`src/rtl/ast_width_reducer_pkg.sv`:
```
// ast_width_reducer_pkg
// Shared definitions for the Avalon-ST width reducer. It holds the default
// widths, helpers that derive counts and widths, the FSM state encoding, and
// the beat-count / empty-out arithmetic for the last word of a packet.
package ast_width_reducer_pkg;

    localparam int unsigned DATA_IN_W_DEF  = 64;
    localparam int unsigned DATA_OUT_W_DEF = 16;
    localparam int unsigned CHANNEL_W_DEF  = 10;

    // Derived counts for the default configuration.
    localparam int unsigned BI_DEF = DATA_IN_W_DEF / 8;
    localparam int unsigned BO_DEF = DATA_OUT_W_DEF / 8;
    localparam int unsigned N_DEF  = DATA_IN_W_DEF / DATA_OUT_W_DEF;

    typedef enum logic {
        ST_IDLE,
        ST_SEND
    } state_t;

    // Width of a field that addresses x things, never less than one bit.
    function automatic int unsigned clog2_min1(input int unsigned x);
        return (x > 1) ? $clog2(x) : 1;
    endfunction

    typedef struct packed {
        int unsigned last_idx;
        int unsigned empty_out;
    } beats_t;

    // Beats needed for an eop word and the empty count of its final beat.
    // An illegal empty (>= bytes per word) is treated as one valid byte.
    function automatic beats_t calc_beats(input int unsigned empty_in,
                                          input int unsigned bi,
                                          input int unsigned bo);
        int unsigned v;
        int unsigned beats;
        beats_t      r;
        v           = (empty_in >= bi) ? 1 : bi - empty_in;
        beats       = (v + bo - 1) / bo;
        r.last_idx  = beats - 1;
        r.empty_out = beats * bo - v;
        return r;
    endfunction

endpackage

```
`src/rtl/ast_width_reducer.sv`:
```
// ast_width_reducer
// Avalon-ST width down-converter. It takes one DATA_IN_W word and sends it
// as up to DATA_IN_W/DATA_OUT_W narrow beats, LSB first. Framing (sop/eop),
// channel and byte-accurate empty are kept. Only the beats that carry valid
// bytes of an eop word are sent.
//
// Ports
//   clk_i, rst_ni           clock, asynchronous active-low reset
//   ast_*_i (wide side)     data/sop/eop/valid/empty/channel in, ready out
//   ast_*_o (narrow side)   data/sop/eop/valid/empty/channel out, ready in
module ast_width_reducer
    import ast_width_reducer_pkg::*;
#(
    parameter int unsigned DATA_IN_W   = DATA_IN_W_DEF,
    parameter int unsigned DATA_OUT_W  = DATA_OUT_W_DEF,
    parameter int unsigned CHANNEL_W   = CHANNEL_W_DEF,
    parameter int unsigned EMPTY_IN_W  = clog2_min1(DATA_IN_W / 8),
    parameter int unsigned EMPTY_OUT_W = clog2_min1(DATA_OUT_W / 8)
) (
    input  logic                   clk_i,
    input  logic                   rst_ni,
    input  logic [DATA_IN_W-1:0]   ast_data_i,
    input  logic                   ast_startofpacket_i,
    input  logic                   ast_endofpacket_i,
    input  logic                   ast_valid_i,
    input  logic [EMPTY_IN_W-1:0]  ast_empty_i,
    input  logic [CHANNEL_W-1:0]   ast_channel_i,
    output logic                   ast_ready_o,
    output logic [DATA_OUT_W-1:0]  ast_data_o,
    output logic                   ast_startofpacket_o,
    output logic                   ast_endofpacket_o,
    output logic                   ast_valid_o,
    output logic [EMPTY_OUT_W-1:0] ast_empty_o,
    output logic [CHANNEL_W-1:0]   ast_channel_o,
    input  logic                   ast_ready_i
);

    localparam int unsigned N  = DATA_IN_W / DATA_OUT_W;
    localparam int unsigned BI = DATA_IN_W / 8;
    localparam int unsigned BO = DATA_OUT_W / 8;
    localparam int unsigned CW = clog2_min1(N);

    state_t                        state_q;
    logic [N-1:0][DATA_OUT_W-1:0]  held_q;
    logic [CW-1:0]                 beat_q;
    logic [CW-1:0]                 last_idx_q;
    logic [CW-1:0]                 last_idx_d;
    logic                          sop_q;
    logic                          eop_q;
    logic [EMPTY_OUT_W-1:0]        empty_out_q;
    logic [EMPTY_OUT_W-1:0]        empty_out_d;
    logic [CHANNEL_W-1:0]          channel_q;

    beats_t                        eop_calc;
    logic                          in_hs;
    logic                          out_hs;
    logic                          last_beat;

    assign last_beat = (beat_q == last_idx_q);
    assign in_hs     = ast_valid_i & ast_ready_o;
    assign out_hs    = ast_valid_o & ast_ready_i;

    // The word after the final beat can be taken in the same cycle, so ready
    // to the source follows ready from the sink combinationally.
    assign ast_ready_o = (state_q == ST_IDLE) |
                         ((state_q == ST_SEND) & last_beat & ast_ready_i);

    // Beat plan for the incoming word, latched on the input handshake.
    always_comb begin
        eop_calc = calc_beats(32'(ast_empty_i), BI, BO);
        if (ast_endofpacket_i) begin
            last_idx_d  = CW'(eop_calc.last_idx);
            empty_out_d = EMPTY_OUT_W'(eop_calc.empty_out);
        end else begin
            last_idx_d  = CW'(N - 1);
            empty_out_d = '0;
        end
    end

    always_ff @(posedge clk_i or negedge rst_ni) begin
        if (!rst_ni) begin
            state_q     <= ST_IDLE;
            held_q      <= '0;
            beat_q      <= '0;
            last_idx_q  <= '0;
            sop_q       <= 1'b0;
            eop_q       <= 1'b0;
            empty_out_q <= '0;
            channel_q   <= '0;
        end else begin
            case (state_q)
                ST_IDLE: begin
                    if (in_hs) begin
                        state_q     <= ST_SEND;
                        held_q      <= ast_data_i;
                        beat_q      <= '0;
                        last_idx_q  <= last_idx_d;
                        sop_q       <= ast_startofpacket_i;
                        eop_q       <= ast_endofpacket_i;
                        empty_out_q <= empty_out_d;
                        channel_q   <= ast_channel_i;
                    end
                end
                ST_SEND: begin
                    if (out_hs) begin
                        if (!last_beat) begin
                            beat_q <= beat_q + 1'b1;
                        end else if (in_hs) begin
                            held_q      <= ast_data_i;
                            beat_q      <= '0;
                            last_idx_q  <= last_idx_d;
                            sop_q       <= ast_startofpacket_i;
                            eop_q       <= ast_endofpacket_i;
                            empty_out_q <= empty_out_d;
                            channel_q   <= ast_channel_i;
                        end else begin
                            state_q <= ST_IDLE;
                        end
                    end
                end
                default: state_q <= ST_IDLE;
            endcase
        end
    end

    generate
        if (N == 1) begin : g_pass
            assign ast_data_o = held_q[0];
        end else begin : g_mux
            assign ast_data_o = held_q[beat_q];
        end
    endgenerate

    assign ast_valid_o         = (state_q == ST_SEND);
    assign ast_startofpacket_o = ast_valid_o & sop_q & (beat_q == '0);
    assign ast_endofpacket_o   = ast_valid_o & eop_q & last_beat;
    assign ast_empty_o         = (ast_valid_o & eop_q & last_beat) ? empty_out_q : '0;
    assign ast_channel_o       = channel_q;

    // An eop word must carry at least one valid byte.
    assert property (@(posedge clk_i) disable iff (!rst_ni)
                     (in_hs && ast_endofpacket_i) |-> (32'(ast_empty_i) < BI))
        else $error("ast_width_reducer: illegal empty_i %0d on eop word", ast_empty_i);

endmodule

```
`config.mk`:
```
export PLATFORM = sky130hd
export DESIGN_NAME = ast_width_reducer
export DESIGN_NICKNAME = d
export VERILOG_FILES = /design/src/rtl/ast_width_reducer_pkg.sv /design/src/rtl/ast_width_reducer.sv
export SDC_FILE = /design/constraint.sdc
export NUM_CORES = 1
export LEC_CHECK = 0
export BUFFER_PORTS_ARGS = -buffer_cell sky130_fd_sc_hd__buf_2
export CAP_MARGIN = 0
export CORE_ASPECT_RATIO = 1.1
export CORE_UTILIZATION = 55
export CTS_CLUSTER_DIAMETER = 80
export DETAILED_ROUTE_END_ITERATION = 10
export PLACE_DENSITY = 0.94
export SLEW_MARGIN = 5
export SYNTH_ARGS = -nofsm -noshare
export SYNTH_HDL_FRONTEND = slang
export SYNTH_SLANG_ARGS = --single-unit
```
`constraint.sdc`:
```
create_clock -name clk_i -period 5.5 [get_ports clk_i]
set_input_delay 0.825 -clock clk_i [delete_from_list [all_inputs] [get_ports clk_i]]
set_output_delay 0.825 -clock clk_i [all_outputs]
set_load 0.05 [all_outputs]
```
==> qor.yml <==
avgSynthCellArea_sq_um: 16.8
report.final.slew_viol_count: 0
die-height_microns: 88.5
finalPower_mw: 3.35
clock-root-buffer: "clkbuf_8"
core_area_sq_um: 6590
timing.hold.ws_ns: 0.507
clk_pin_slew_ns: 0.08
period_needed_ns: 3.16
synth-seq-cells: 82
postLayoutCoreUtil_pct: 69.1
drc: 0
n_fill_cell: 478
vias_per_cell: 5.28
crit_start: "beat_q[1]"
rr_startpoint: "beat_q[1]"
layout-drive-gt1-share_pct: 66.2
rsz0062_at_grt: "false"
worstMarginPinSlew_ns: 1.14
grt_usage_pct: 20.9
crit_chain: "xor2_2 > o31ai_4 > buf_2"
syn_area_sq_um: 3740
ioPinCount: 114
ctsHoldBuffers: 0
dp_worst_setup_slack_ns: 2.48
cap_violations: 0
crit_path_end_kind: "primary output"
crit_type: "flip-flop to primary output"
routed-via-count: 2235
slowest_delay_ns: 0.96
seq_area_frac_synth_pct: 54.9
wirelength_microns: 7050
port_buffers: 113
drt-initial-drc-count: 113
clock_skew_ns: 0.00855
mappedNetlistNets: 308
outcome: "finished clean"
multi_input_area_sq_um: 1580
grt.overflow.total: 0
grt_pass1_vias: 2275
syn_inst: 222
die_x_microns: 80.6
cts_resized: 0
maxSlewHeadroom_pct: 24.0
first_pass_iters: 4
finalSetupTns_ns: 0
clk_latency_ns: 0.34
cp.arrival_ns: 2.34
finalHoldViolCount: 0
p_leak_nw: 2.25
post-route-period-util_pct: 57.5
h-tree-depth: 3
syn_to_final_growth_pct: 21.9
gp_congestion: 0.764
grt_pass1_wl_microns: 10900
start_util_pct: 56.7
nets: 421
cp.required_ns: 4.68
numClockSinks: 82
post_cts_buffers: 0
min_from: "held_q[40]"
setup_viol: 0
dp.final_hpwl_microns: 4930
rows: 31
die-area_sq_um: 7130
synth_cell_types: 28
start_kind: "flip-flop"
fin_ws_ns: 2.34
power.density_nw_per_um2: 734
ir_drop_mv: 0.404
wire_per_inst_microns: 16.7
drtAntennaViolNets: 0
yosys_warnings: 0
fmax_mhz: 316
hold_path_class: "flip-flop to flip-flop"
antenna_found_initial: 1
critPathMaxFanout: 19
critical-path-slowest-cell: "dfrtp_1"
grt_max_degree: 83
seqCellArea_sq_um: 2050
cts_tree: "built"
clockBufferDepth: 2
cts_made_buffers: 9
cell usage in the layout (no fill, tap or decap), types with 2 or more instances in the layout:
| master | Yosys | final |
|---|---|---|
| buf_2 | 5 | 112 |
| mux4_2 | 16 | 16 |
| clkbuf_8 | 0 | 10 |
| o21ai_0 | 2 | 2 |
| xnor2_1 | 3 | 3 |
| dfrtp_1 | 82 | 82 |
| mux2_2 | 47 | 47 |
| bufinv_16 | 0 | 2 |
| ha_1 | 3 | 3 |
| a41oi_1 | 2 | 2 |
| xor2_1 | 2 | 2 |
| buf_4 | 1 | 2 |
| mux2_4 | 29 | 29 |
| and3_1 | 2 | 2 |
| nand2_1 | 2 | 2 |
| a21oi_1 | 2 | 2 |
| inv_1 | 6 | 6 |
| a22o_1 | 2 | 2 |
| clkinvlp_4 | 0 | 2 |
per-layer routing:
metal	wire length [microns]	global-route usage (%)	part of all wire (%)	vias up
li1	-	-	-	1039
met1	2860	26.3	41	1115
met2	3660	34.1	52	71
met3	398	5.26	5.6	10
met4	124	9.90	1.8	0
met5	0	0	0	-
final timing paths:
path                                     to  slack, ns  cells after the start
worst min-delay path             held_q[40]       0.51                      1
max in group asynchronous         held_q[2]       4.20                      1
worst max-delay path            ast_ready_o       2.34                      3
worst max register to register   held_q[30]       2.49                      4
worst min register to register   held_q[40]       0.51                      1
min in group asynchronous        held_q[15]       0.64                      1
sequential cells by signal, summed over array words and instances (netlist names):
name and flops:
ast_channel_o 10, last_idx_q 2, empty_out_q 1, ast_valid_o 1
beat_q 2, sop_q 1, held_q 64, eop_q 1
worst max-delay path: cells and delay by family, from the launching register on:
kind	cells	cell delay (ns)
DFF	1	0.96
AOI/OAI and AO/OA	1	0.45
buffers and inverters	1	0.35
xor gates and xnor gates	1	0.24
cells by family (layout without fill, tap and decap cells):
kind of cell	count (synthesis)	count (layout)	synth area share (%)
flops	82	82	54.9
compound gates	11	11	2.41
mux	93	93	35.7
simple gates	9	9	1.31
xor+xnor	6	6	1.61
buf+inv	18	136	3.08
fa+ha+maj	3	3	1.00
other cells	0	1	0
synthesized netlist by cell type:
cell type,n,area [sq um]
a21oi_1,2,10.0
a22o_1,2,17.5
a41oi_1,2,17.5
and2_1,1,6.26
and3_1,2,12.5
buf_2,5,25.0
buf_4,1,7.51
buf_6,5,56.3
clkbuf_1,1,3.75
dfrtp_1,82,2050
ha_1,3,37.5
inv_1,6,22.5
mux2_2,47,529
mux2_4,29,435
mux2i_1,1,10.0
mux4_2,16,360
nand2_1,2,7.51
nand2_2,1,6.26
nand2b_1,1,6.26
nor2_1,1,3.75
nor2b_1,1,6.26
o211ai_1,1,7.51
o21ai_0,2,10.0
o22ai_1,1,6.26
o31ai_4,1,21.3
xnor2_1,3,26.3
xor2_1,2,17.5
xor2_2,1,16.3
where the power goes:
| group | switching (mW) | internal [mW] |
|---|---|---|
| sequential | 0.207 | 0.912 |
| clock | 0.214 | 0.269 |
| combinational | 0.981 | 0.764 |
metrics by stage:
stage / cell area (sq um) / std cells
after floorplan: 3740 / 222
after global placement: 4330 / 406
after detailed placement: 4330 / 406
after CTS: 4560 / 422
after global routing: 4560 / 422
final: 4560 / 423
cell type report:
cell class / instances / area share [%]
repair buffers: 114 / 12.6
multi-input cells: 122 / 34.6
clock buffers: 10 / 3.02
well taps: 82 / 2.25
clock inverters: 6 / 1.95
flip-flops and latches: 82 / 45.0
inverters: 6 / 0.494
diodes: 1 / 0.0549
No activity file was read; power rests on OpenSTA's default activity.
